<file path="src/rtl/bus_arbiter.sv">
// bus_arbiter: four-master round-robin bus arbiter with registered one-hot grant.
// Master 0 is the CPU and masters 1..3 are peripherals/DMA.
// The IDLE -> GRANT -> HANDOVER FSM inserts one dead cycle between owners.
// The first GRANT cycle keeps oe low so the shared transceiver can turn around.
// Optional feature: define BUS_ARB_TIMEOUT_EN to add the forced-release hold counter.
// Without that macro, timeout is tied low and a master keeps the bus until it lets go.
module bus_arbiter #(
   parameter int unsigned MAX_HOLD = 16
) (
   input  logic       clk,
   input  logic       reset,
   input  logic [3:0] req,
   input  logic [3:0] lock,
   output logic [3:0] gnt,
   output logic [1:0] owner,
   output logic       oe,
   output logic       busy,
   output logic       timeout
);

   typedef enum logic [1:0] {S_IDLE, S_GRANT, S_HANDOVER} state_t;

   state_t     state_q, state_d;
   logic [3:0] gnt_q, gnt_d;
   logic [1:0] owner_q, owner_d;
   logic       oe_q, oe_d;
   logic [1:0] ptr_q, ptr_d;
   logic [1:0] win;
   logic       owner_hold;
   logic       force_rel;

   // Round-robin pick: first set request at or after ptr, wrapping mod 4.
   always_comb begin
      logic found;
      logic [1:0] idx;
      win   = ptr_q;
      found = 1'b0;
      for (int k = 0; k < 4; k++) begin
         idx = ptr_q + 2'(k);
         if (!found && req[idx]) begin
            win   = idx;
            found = 1'b1;
         end
      end
   end

   assign owner_hold = req[owner_q] | lock[owner_q];

`ifdef BUS_ARB_TIMEOUT_EN
   localparam logic [7:0] HOLD_MAX = 8'(MAX_HOLD);

   logic [7:0] cnt_q, cnt_d;
   logic [3:0] own_mask;

   assign own_mask = 4'b0001 << owner_q;

   // Forced release: owner still requests but is unlocked, hold expired, someone else waits.
   assign force_rel = (state_q == S_GRANT) && req[owner_q] && !lock[owner_q] &&
                      (cnt_q == HOLD_MAX) && |(req & ~own_mask);

   // Hold counter: cleared on entry to GRANT, counts GRANT cycles, saturates at MAX_HOLD.
   always_comb begin
      cnt_d = cnt_q;
      if (state_d == S_GRANT) begin
         if (state_q != S_GRANT)
            cnt_d = 8'd0;
         else if (cnt_q != HOLD_MAX)
            cnt_d = cnt_q + 8'd1;
      end
   end

   // Hold counter register.
   always_ff @(posedge clk) begin
      if (reset) cnt_q <= 8'd0;
      else       cnt_q <= cnt_d;
   end
`else
   assign force_rel = 1'b0;
`endif

   // Next-state and registered-output logic for the arbitration FSM.
   always_comb begin
      state_d = state_q;
      gnt_d   = gnt_q;
      owner_d = owner_q;
      oe_d    = oe_q;
      ptr_d   = ptr_q;
      case (state_q)
         S_IDLE, S_HANDOVER: begin
            gnt_d = 4'b0000;
            oe_d  = 1'b0;
            if (|req) begin
               state_d = S_GRANT;
               owner_d = win;
               gnt_d   = 4'b0001 << win;
            end else begin
               state_d = S_IDLE;
            end
         end
         S_GRANT: begin
            if (!owner_hold || force_rel) begin
               // Releasing owner drops to lowest priority for the next pick.
               state_d = S_HANDOVER;
               gnt_d   = 4'b0000;
               oe_d    = 1'b0;
               ptr_d   = owner_q + 2'd1;
            end else begin
               oe_d = 1'b1;
            end
         end
         default: begin
            state_d = S_IDLE;
            gnt_d   = 4'b0000;
            oe_d    = 1'b0;
         end
      endcase
   end

   // State and output registers; reset wins from any state, with no handover cycle.
   always_ff @(posedge clk) begin
      if (reset) begin
         state_q <= S_IDLE;
         gnt_q   <= 4'b0000;
         owner_q <= 2'd0;
         oe_q    <= 1'b0;
         ptr_q   <= 2'd0;
      end else begin
         state_q <= state_d;
         gnt_q   <= gnt_d;
         owner_q <= owner_d;
         oe_q    <= oe_d;
         ptr_q   <= ptr_d;
      end
   end

   assign gnt     = gnt_q;
   assign owner   = owner_q;
   assign oe      = oe_q;
   assign busy    = (state_q != S_IDLE);
   assign timeout = force_rel;

endmodule
</file>
<file path="config.mk">
export PLATFORM = sky130hd
export DESIGN_NAME = bus_arbiter
export DESIGN_NICKNAME = d
export VERILOG_FILES = /design/src/rtl/bus_arbiter.sv
export SDC_FILE = /design/constraint.sdc
export NUM_CORES = 1
export LEC_CHECK = 0
export ABC_CLOCK_PERIOD_IN_PS = 4700
export CAP_MARGIN = 10
export CORE_MARGIN = 5
export CORE_UTILIZATION = 39
export DETAILED_ROUTE_END_ITERATION = 12
export GPL_ROUTABILITY_DRIVEN = 0
export PLACE_DENSITY = 0.71
export SLEW_MARGIN = 0
export SYNTH_ARGS = -nofsm -noshare
export SYNTH_HDL_FRONTEND = slang
export SYNTH_SLANG_ARGS = --single-unit
</file>
<file path="constraint.sdc">
create_clock -name clk -period 4.7 [get_ports clk]
set_input_delay 0.94 -clock clk [delete_from_list [all_inputs] [get_ports clk]]
set_output_delay 0.94 -clock clk [all_outputs]
set_load 0.02 [all_outputs]
</file>
==> impl_metrics.json <==
{
  "run_status": "finished, final reports clean",
  "leakagePower_nw": 0.284,
  "io_buffers": 17,
  "p_per_area_nw_per_um2": 314,
  "worstSetupPathType": "in2reg",
  "grt_max_degree": 9,
  "htree_levels": 1,
  "min_path_cells": 1,
  "timing.fmax_ghz": 0.387,
  "critPathMaxStageDelay_ps": 530,
  "wl_per_cell_microns": 14.3,
  "synth.ff_latch_count": 11,
  "mostFrequentLayoutCells": "17 x clkdlybuf4s50_1, 11 x dfxtp_1, 6 x a21oi_1",
  "ir_worst_vdd_mv": 0.161,
  "dieHeight_microns": 47.5,
  "start_util_pct": 41.7,
  "dieArea_sq_um": 2260,
  "rr_worst_depth": 4,
  "cp_num_buf_inv": 1,
  "cts_setup_buffers": 0,
  "synth_area_per_cell_sq_um": 9.15,
  "grt_pass1_vias": 496,
  "avgViaCountPerCell": 5.60,
  "ctsHoldBuffers": 0,
  "antenna_found_initial": 0,
  "final_common_cell": "clkdlybuf4s50_1",
  "fin_tns_setup_ps": 0,
  "clk_latency_ps": 270,
  "num_antenna_cells": 0,
  "dp_hpwl_microns": 999,
  "hold_class": "reg2reg",
  "grt_first_pass_wirelength_microns": 2170,
  "dpl.cell_count": 91,
  "pin_count": 19,
  "finClkSkew_ps": 1.88,
  "ant_nets": 0,
  "drc": 0,
  "cpLargestDelayFamily": "simple AND/OR/NAND/NOR gates",
  "cts.root.buffer_cell": "clkbuf_4",
  "layoutNonFillerInstCount": 95,
  "cts_buffers": 3,
  "syn_inst": 60,
  "tritoncts": "done",
  "gr-total-overflow": 0,
  "drv_slew": 0,
  "firstDrtPassIters": 4,
  "fp-row-count": 13,
  "wl_microns": 1360,
  "yosys_warnings": 0,
  "syn_area_sq_um": 549,
  "critPathMaxFanout": 7,
  "syn_nets": 70,
  "layout-drive-gt1-share_pct": 11.3,
  "path_clk_slew_ps": 70,
  "finish.net_count": 91,
  "setup_viol": 0,
  "ys_seq_area_share_pct": 40.1,
  "core_sq_um": 1320,
  "grt.total_usage_pct": 14.1,
  "worst_pin_slew_ps": 607,
  "crit_slowest_cell": "mux4_2",
  "critPathCaptureType": "flop",
  "synth_cell_types": 28,
  "worst-path-stages": 5,
  "worstPathArrival_ps": 2740,
  "area_growth_syn_to_layout_pct": 37.8,
  "drv_cap": 0,
  "period_needed_ps": 2580,
  "relSlewSlack_pct": 59.5,
  "drt_iter0_drc": 15,
  "post-route-period-util_pct": 54.9,
  "die_width_microns": 47.5,
  "path_cells": "clkdlybuf4s50_1 > or2_0 > mux4_2 > nor3b_1 > or2_2",
  "cts_resized": 0,
  "vias": 532,
  "clock_path_buffers": 2,
  "start_kind": "input port",
  "hold_violations": 0,
  "rsz0062_at_grt": "false",
  "worstPathRequired_ps": 4860,
  "clkSinkCount": 11
}
synth_stat cells (all sizes together):
library cell  count  area share [%]
o21ai             4             3.6
mux4              1             4.1
a32o              4             7.3
and3b             1             1.8
nand2b            1             1.1
o211ai            1             1.4
or3               2             2.3
inv               1            0.68
and2b             1             1.6
and2              1             1.1
a21o              2             2.7
xnor2             1             1.6
nor3              2             1.8
nor2              3             2.0
o211a             1             1.8
a21oi             6             5.5
conb              1            0.68
buf               1             1.4
nand2             3             2.0
nor2b             2             2.3
or2               6             6.8
dfxtp            11              40
nor3b             1             1.4
or4               1             1.4
a211o             1             1.8
o2111ai           1             1.6
logic make-up (layout without fill, tap and decap cells):
logic type      count (synthesis)  count (layout)  share of synthesized area (%)
flops                          11              11                           40.1
compound gates                 20              20                           25.7
xor+xnor                        1               1                           1.59
buf+inv                         2              22                           2.05
other cells                     1               1                          0.683
mux                             1               1                           4.10
simple gates                   24              24                           25.7
metrics by stage:
step | setup WS, ps | power [mW] | instance area [sq um] | utilization, % | hold WS (ps)
floorplan | 2480 | 0.147 | 549 | - | 474
global placement | 1880 | 0.175 | 731 | 55.5 | 464
detailed placement | 1850 | 0.175 | 731 | 55.5 | 462
CTS | 2130 | 0.241 | 757 | 57.5 | 478
global route | 2040 | 0.253 | 757 | 57.5 | 505
finish | 2120 | 0.238 | 757 | 57.5 | 475
flip-flops by register name (all words and copies together) (netlist names):
signal and cells:
owner 2, state_q 2, oe 1, gnt 4, ptr_q 2
worst register-to-register path, delay by kind of cell (launching register included):
kind | cells | cell delay (ps)
DFF | 1 | 390
and+or+nand+nor | 3 | 960
AOI/OAI and AO/OA | 1 | 260
final timing paths:
check          endpoint  slack [ps]     start
min reg2reg      gnt[2]         480    gnt[2]
max reg2reg      gnt[1]        2990  ptr_q[1]
max          state_q[0]        2120    req[3]
min              gnt[2]         480    gnt[2]
power by group:
part	switching (mW)	internal [mW]	total [mW]
Clock	0.0311	0.0329	0.0640
Sequential	0.00696	0.101	0.108
Combinational	0.0319	0.0335	0.0653
routing by layer:
layer	wire [microns]	vias up	track usage, %
li1	-	262	-
met4	22	0	8.06
met2	590	27	21.1
met5	0	-	0
met3	139	2	5.26
met1	609	241	17.3
final cells by class:
type | count | area [sq um]
clock buffers | 4 | 26.3
fillers | 115 | 561
inverters | 1 | 3.75
repair buffers | 17 | 170
well taps | 15 | 18.8
flip-flops and latches | 11 | 220
multi-input cells | 47 | 318
No activity file was read; power rests on OpenSTA's default activity.
